`src/rtl/draw_pkg.sv`:
```
// Shared types and screen geometry for the draw sequencer and its clear scanner.
package draw_pkg;

    localparam int SCREEN_W = 160;
    localparam int SCREEN_H = 120;

    typedef logic [7:0] pix_x_t;
    typedef logic [6:0] pix_y_t;
    typedef logic [2:0] colour_t;

    localparam colour_t BG_COLOUR = 3'b000;
    localparam pix_x_t  X_LAST    = 8'(SCREEN_W - 1);
    localparam pix_y_t  Y_LAST    = 7'(SCREEN_H - 1);

    typedef enum logic [1:0] {
        S_IDLE   = 2'd0,
        S_CLEAR  = 2'd1,
        S_CIRCLE = 2'd2,
        S_DONE   = 2'd3
    } seq_state_t;

    function automatic logic is_last_pixel(input pix_x_t x, input pix_y_t y);
        return (x == X_LAST) && (y == Y_LAST);
    endfunction

endpackage

```
`src/rtl/draw_sequencer_screen_clear.sv`:
```
// Column-major scan counters for the background clear pass: y runs fastest,
// x advances when a column completes.
module screen_clear
    import draw_pkg::*;
(
    input  logic   clk,
    input  logic   rst_n,
    input  logic   restart_i,
    input  logic   step_i,
    output pix_x_t x_o,
    output pix_y_t y_o,
    output logic   last_o
);

    pix_x_t x_q;
    pix_y_t y_q;

    // Scan position; restart takes priority so a new request always begins at (0,0).
    always_ff @(posedge clk or negedge rst_n) begin
        if (!rst_n) begin
            x_q <= 8'd0;
            y_q <= 7'd0;
        end else if (restart_i) begin
            x_q <= 8'd0;
            y_q <= 7'd0;
        end else if (step_i) begin
            if (y_q == Y_LAST) begin
                y_q <= 7'd0;
                x_q <= (x_q == X_LAST) ? 8'd0 : x_q + 8'd1;
            end else begin
                y_q <= y_q + 7'd1;
            end
        end
    end

    assign x_o    = x_q;
    assign y_o    = y_q;
    assign last_o = is_last_pixel(x_q, y_q);

endmodule

```
`src/rtl/draw_sequencer.sv`:
```
// Clears the screen to background, then hands the VGA plot port to the circle
// engine with parameters latched at accept, and reports done.
module draw_sequencer
    import draw_pkg::*;
(
    input  logic       clk,
    input  logic       rst_n,
    input  logic       start,
    output logic       done,
    input  logic [2:0] colour,
    input  logic [7:0] centre_x,
    input  logic [6:0] centre_y,
    input  logic [7:0] radius,
    output logic       circ_start,
    input  logic       circ_done,
    output logic [7:0] circ_centre_x,
    output logic [6:0] circ_centre_y,
    output logic [7:0] circ_radius,
    output logic [2:0] circ_colour,
    input  logic [7:0] circ_vga_x,
    input  logic [6:0] circ_vga_y,
    input  logic [2:0] circ_vga_colour,
    input  logic       circ_vga_plot,
    output logic [7:0] vga_x,
    output logic [6:0] vga_y,
    output logic [2:0] vga_colour,
    output logic       vga_plot
);

    seq_state_t state_q;
    colour_t    colour_q;
    pix_x_t     centre_x_q;
    pix_y_t     centre_y_q;
    logic [7:0] radius_q;

    logic   accept_s;
    logic   step_s;
    logic   last_s;
    pix_x_t clr_x_s;
    pix_y_t clr_y_s;

    assign accept_s = (state_q == S_IDLE) && start;
    assign step_s   = (state_q == S_CLEAR);

    screen_clear u_clear (
        .clk       (clk),
        .rst_n     (rst_n),
        .restart_i (accept_s),
        .step_i    (step_s),
        .x_o       (clr_x_s),
        .y_o       (clr_y_s),
        .last_o    (last_s)
    );

    // Sequencer FSM and parameter latches; start is only sampled in IDLE and DONE.
    always_ff @(posedge clk or negedge rst_n) begin
        if (!rst_n) begin
            state_q    <= S_IDLE;
            colour_q   <= 3'd0;
            centre_x_q <= 8'd0;
            centre_y_q <= 7'd0;
            radius_q   <= 8'd0;
        end else begin
            case (state_q)
                S_IDLE: begin
                    if (start) begin
                        colour_q   <= colour;
                        centre_x_q <= centre_x;
                        centre_y_q <= centre_y;
                        radius_q   <= radius;
                        state_q    <= S_CLEAR;
                    end
                end
                S_CLEAR: begin
                    if (last_s) begin
                        state_q <= S_CIRCLE;
                    end
                end
                S_CIRCLE: begin
                    if (circ_done) begin
                        state_q <= S_DONE;
                    end
                end
                S_DONE: begin
                    if (!start) begin
                        state_q <= S_IDLE;
                    end
                end
                default: state_q <= S_IDLE;
            endcase
        end
    end

    // Plot-port ownership: scanner in CLEAR, zero-latency engine pass-through in CIRCLE.
    always_comb begin
        done       = 1'b0;
        circ_start = 1'b0;
        vga_x      = 8'd0;
        vga_y      = 7'd0;
        vga_colour = 3'd0;
        vga_plot   = 1'b0;
        case (state_q)
            S_CLEAR: begin
                vga_x      = clr_x_s;
                vga_y      = clr_y_s;
                vga_colour = BG_COLOUR;
                vga_plot   = 1'b1;
            end
            S_CIRCLE: begin
                circ_start = 1'b1;
                vga_x      = circ_vga_x;
                vga_y      = circ_vga_y;
                vga_colour = circ_vga_colour;
                vga_plot   = circ_vga_plot;
            end
            S_DONE: begin
                done = 1'b1;
            end
            default: begin
                done = 1'b0;
            end
        endcase
    end

    assign circ_centre_x = centre_x_q;
    assign circ_centre_y = centre_y_q;
    assign circ_radius   = radius_q;
    assign circ_colour   = colour_q;

endmodule
```
`config.mk`:
```
export PLATFORM = sky130hd
export DESIGN_NAME = draw_sequencer
export DESIGN_NICKNAME = d
export VERILOG_FILES = /design/src/rtl/draw_pkg.sv /design/src/rtl/draw_sequencer_screen_clear.sv /design/src/rtl/draw_sequencer.sv
export SDC_FILE = /design/constraint.sdc
export NUM_CORES = 1
export LEC_CHECK = 0
export ABC_AREA = 1
export CAP_MARGIN = 20
export CELL_PAD_IN_SITES_DETAIL_PLACEMENT = 1
export CELL_PAD_IN_SITES_GLOBAL_PLACEMENT = 2
export CORE_MARGIN = 4
export CORE_UTILIZATION = 23
export DETAILED_ROUTE_END_ITERATION = 12
export GPL_ROUTABILITY_DRIVEN = 0
export PLACE_DENSITY = 0.81
export SLEW_MARGIN = 10
export SYNTH_ARGS = -nofsm -noshare
export SYNTH_HDL_FRONTEND = slang
export SYNTH_SLANG_ARGS = --single-unit
```
`constraint.sdc`:
```
create_clock -name clk -period 1.75 [get_ports clk]
set_clock_uncertainty 0.1 [all_clocks]
set_input_delay 0.35 -clock clk [delete_from_list [all_inputs] [get_ports clk]]
set_output_delay 0.35 -clock clk [all_outputs]
set_load 0.02 [all_outputs]
```
==> out/metrics.cfg <==
[outcome]
outcome=complete, but fails checks
failed_checks=negative setup slack

[sta]
hold-worst-slack_ps=382
finalWorstPathRequiredPeriod_ps=2040
timing.slew.headroom_pct=81.6
setup_violations=19
timing_worst_slew_pin_value_ps=274
drv_slew=0
setup_ws_ps=-285
timing.setup.tns_ps=-4570
max_freq_ghz=0.491
grt_setup_unrepaired=yes
final_hold_viol_count=0
finalCritPeriodShare_pct=116

[detailed_routing]
drc=0
postRouteWirelength_um=8160
wl_per_cell_um=14.0
detailedRoute.firstIterationViolations=44
drt_pre_antenna_iters=4
viasPerCell=4.26
routed-via-count=2494
final_antenna_net_count=0

[placed_design]
detailedPlacementHpwl_um=6180
io_buffers=95

[worst_hold_path]
worst_hold_path_type=flop to flop

[worst_setup_path]
setup.worst_path.class=flop to output pin
critical_path.cell_chain=inv_2 -> ha_4 -> clkinvlp_4 -> buf_12 -> a21oi_4 -> buf_6
end_kind=output pin
cp_data_required_time_ps=1300
start_kind=flop
crit_path_top_delay_cell=sky130_fd_sc_hd__dfrtp_1
kind_of_cell_adding_the_most_delay_to_the_critical_path=buffers and inverters
critical_path.max_fanout=16
path_buf_inv=4
timing.critical_path.arrival_ps=1590
crit_path_max_incr_delay_ps=380

[cts]
tritoncts=yes
clk_pin_slew_worst_paths_ps=90
root_buffer=sky130_fd_sc_hd__clkbuf_8
cts_num_sinks=43
ctsHtreeMaxLevel=2
cts_buf_count=5
clock_insertion_delay_worst_skew_ps=290
clock_tree.buffer_depth=2

[floorplanning]
row_count=36
io-pin-count=96
core_region_area_um2=9910
fp.dieArea_um2=12000
die-height_um=109
initial_core_utilization_pct=23.9
fp.dieW_um=109

[power]
combinationalPowerShare_pct=65.2
worst_ir_drop_vdd_v=0.000864
power_density_nw_per_um2=1660
sequentialPowerShare_pct=23.2
p_leak_uw=0.00215
total_power_uw=7110
switching_power_uw=3160
p_sw_share_pct=44.5
internal-power_uw=3950
p_clk_share_pct=11.6

[grt]
antenna_violations_before_repair=0
track_usage_pct=14.0
first_pass_grt_wire_length_um=13500
grt_start_max_net_pins=44
globalRouteOverflowTotal=0
first_global_vias=2802

[yosys]
yosys_warnings=0
synth_area_per_cell_um2=7.45
synth_area_um2=2370
synthesis.nets=374
synth_top_area_share_pct=45.4
synth_seq_area_share_pct=45.4
yosysUniqueCellTypes=31
yosys-top-cells-area=sky130_fd_sc_hd__dfrtp_1 (45%), sky130_fd_sc_hd__nand2_1 (24%), sky130_fd_sc_hd__a21oi_1 (4.4%)
synth_cells=318
postSynthRegisterBits=43
yosysTopAreaCell=sky130_fd_sc_hd__dfrtp_1

[finish]
utilization_pct=43.3
layout_commonest_cell=sky130_fd_sc_hd__nand2_1
num_antenna_cells=0
layout_common_cells=sky130_fd_sc_hd__nand2_1 (149), sky130_fd_sc_hd__clkdlybuf4s50_1 (50), sky130_fd_sc_hd__dfrtp_1 (43)
filler_cell_count=1179
post_route_cells_drive_above_1_share_pct=27.9
area.sequential_um2=1080
multi_input_logic_area_um2=1410
finalNetCount=507
synth_to_layout_area_growth_pct=81.2

[job]
drv.max_cap_violation_count=0

through the flow:
step | instance area (um2) | cells | setup WS [ps]
6_report | 4290 | 585 | -285
5_1_grt | 4290 | 585 | -356
4_1_cts | 4140 | 582 | -299
3_5_place_dp | 3940 | 570 | -444
3_3_place_gp | 3940 | 570 | -369
2_1_floorplan | 2580 | 318 | -98.7
layout make-up:
| cell class | instances | share of cell area, % |
|---|---|---|
| Clock inverter | 2 | 0.816 |
| Multi-Input combinational cell | 240 | 32.9 |
| Sequential cell | 43 | 25.1 |
| Tap cell | 133 | 3.88 |
| Inverter | 23 | 2.22 |
| Timing Repair Buffer | 138 | 33.1 |
| Clock buffer | 6 | 1.92 |
worst register-to-register path, cell delays in order, from the launching register on:
cell	delay [ps]
sky130_fd_sc_hd__dfrtp_1	410
sky130_fd_sc_hd__inv_2	100
sky130_fd_sc_hd__ha_2	200
sky130_fd_sc_hd__buf_12	150
sky130_fd_sc_hd__inv_4	50
sky130_fd_sc_hd__buf_8	140
sky130_fd_sc_hd__o21ai_4	240
sky130_fd_sc_hd__nand2_1	80
sky130_fd_sc_hd__nand2_1	80
sky130_fd_sc_hd__nor2_1	40
final timing paths:
kind / end / from / slack (ps) / cells past startpoint
setup / recovery: vga_x[7] / state_q[0] / -290 / 6
max in group asynchronous: circ_centre_x[3] / rst_n / 870 / 3
hold / removal: circ_centre_y[6] / circ_centre_y[6] / 380 / 2
hold reg to reg: circ_centre_y[6] / circ_centre_y[6] / 380 / 2
min in group asynchronous: circ_colour[1] / rst_n / 450 / 3
setup reg to reg: u_clear.x_o[7] / state_q[1] / 70 / 9
synth_stat cells:
cell type and number:
sky130_fd_sc_hd__nor2_2 2, sky130_fd_sc_hd__a21oi_1 21, sky130_fd_sc_hd__xor2_1 3, sky130_fd_sc_hd__buf_6 1, sky130_fd_sc_hd__nand3_1 13, sky130_fd_sc_hd__o211ai_1 1
sky130_fd_sc_hd__buf_2 7, sky130_fd_sc_hd__buf_1 1, sky130_fd_sc_hd__o22ai_1 1, sky130_fd_sc_hd__or2_2 1, sky130_fd_sc_hd__nand2_1 154, sky130_fd_sc_hd__nor3_1 3
sky130_fd_sc_hd__nand4_1 4, sky130_fd_sc_hd__nand2_4 4, sky130_fd_sc_hd__inv_4 1, sky130_fd_sc_hd__a21oi_2 1, sky130_fd_sc_hd__o21ai_0 2, sky130_fd_sc_hd__buf_4 1
sky130_fd_sc_hd__ha_1 7, sky130_fd_sc_hd__clkbuf_1 2, sky130_fd_sc_hd__nor2_4 3, sky130_fd_sc_hd__inv_2 3, sky130_fd_sc_hd__nand2_2 2, sky130_fd_sc_hd__o21ai_4 1
sky130_fd_sc_hd__clkinv_1 1, sky130_fd_sc_hd__dfrtp_1 43, sky130_fd_sc_hd__inv_1 18, sky130_fd_sc_hd__nor3b_1 1, sky130_fd_sc_hd__o21ai_1 3, sky130_fd_sc_hd__nor2_1 12
sky130_fd_sc_hd__mux2i_1 1
cell families after synthesis:
| family | count (synthesis) | synth area share (%) |
|---|---|---|
| simple gates | 199 | 35.7 |
| flops | 43 | 45.4 |
| buf+inv | 35 | 6.50 |
| compound gates | 30 | 7.13 |
| fa+ha+maj | 7 | 3.70 |
| xor+xnor | 3 | 1.11 |
| mux | 1 | 0.423 |
what timing repair did:
item / in CTS / in global routing
hold buffers: 1 / 0
buffers inserted: 3 / 3
endpoints found under the setup margin: 34 / 73
resized for setup: 142 / 35
pin swaps: 1 / 3
endpoints found under the hold margin: 43 / 0
power groups by stage:
| stage | logic (uW) | clock network, uW | registers, uW |
|---|---|---|---|
| finish | 4640 | 821 | 1650 |
| global route | 5050 | 880 | 1710 |
| CTS | 4520 | 855 | 1660 |
| detailed placement | 4350 | 0 | 1660 |
| global placement | 4220 | 0 | 1660 |
| floorplan | 2110 | 0 | 2020 |
flip-flops by register name (all words and copies together), names as in the netlist:
name           cells
circ_radius        8
circ_centre_y      7
u_clear.x_o        8
circ_colour        3
state_q            2
circ_centre_x      8
u_clear.y_o        7
per-layer routing:
| layer | part of all wire, % | wire (um) | global-route usage, % | vias to the layer above |
|---|---|---|---|---|
| met1 | 45 | 3700 | 18.3 | 1150 |
| met4 | 0.51 | 42 | 2.76 | 0 |
| li1 | - | - | - | 1254 |
| met3 | 8.7 | 708 | 4.46 | 5 |
| met5 | 0 | 0 | 0 | - |
| met2 | 45 | 3710 | 22.7 | 85 |
Note: power is estimated with default switching activity, not from simulation.
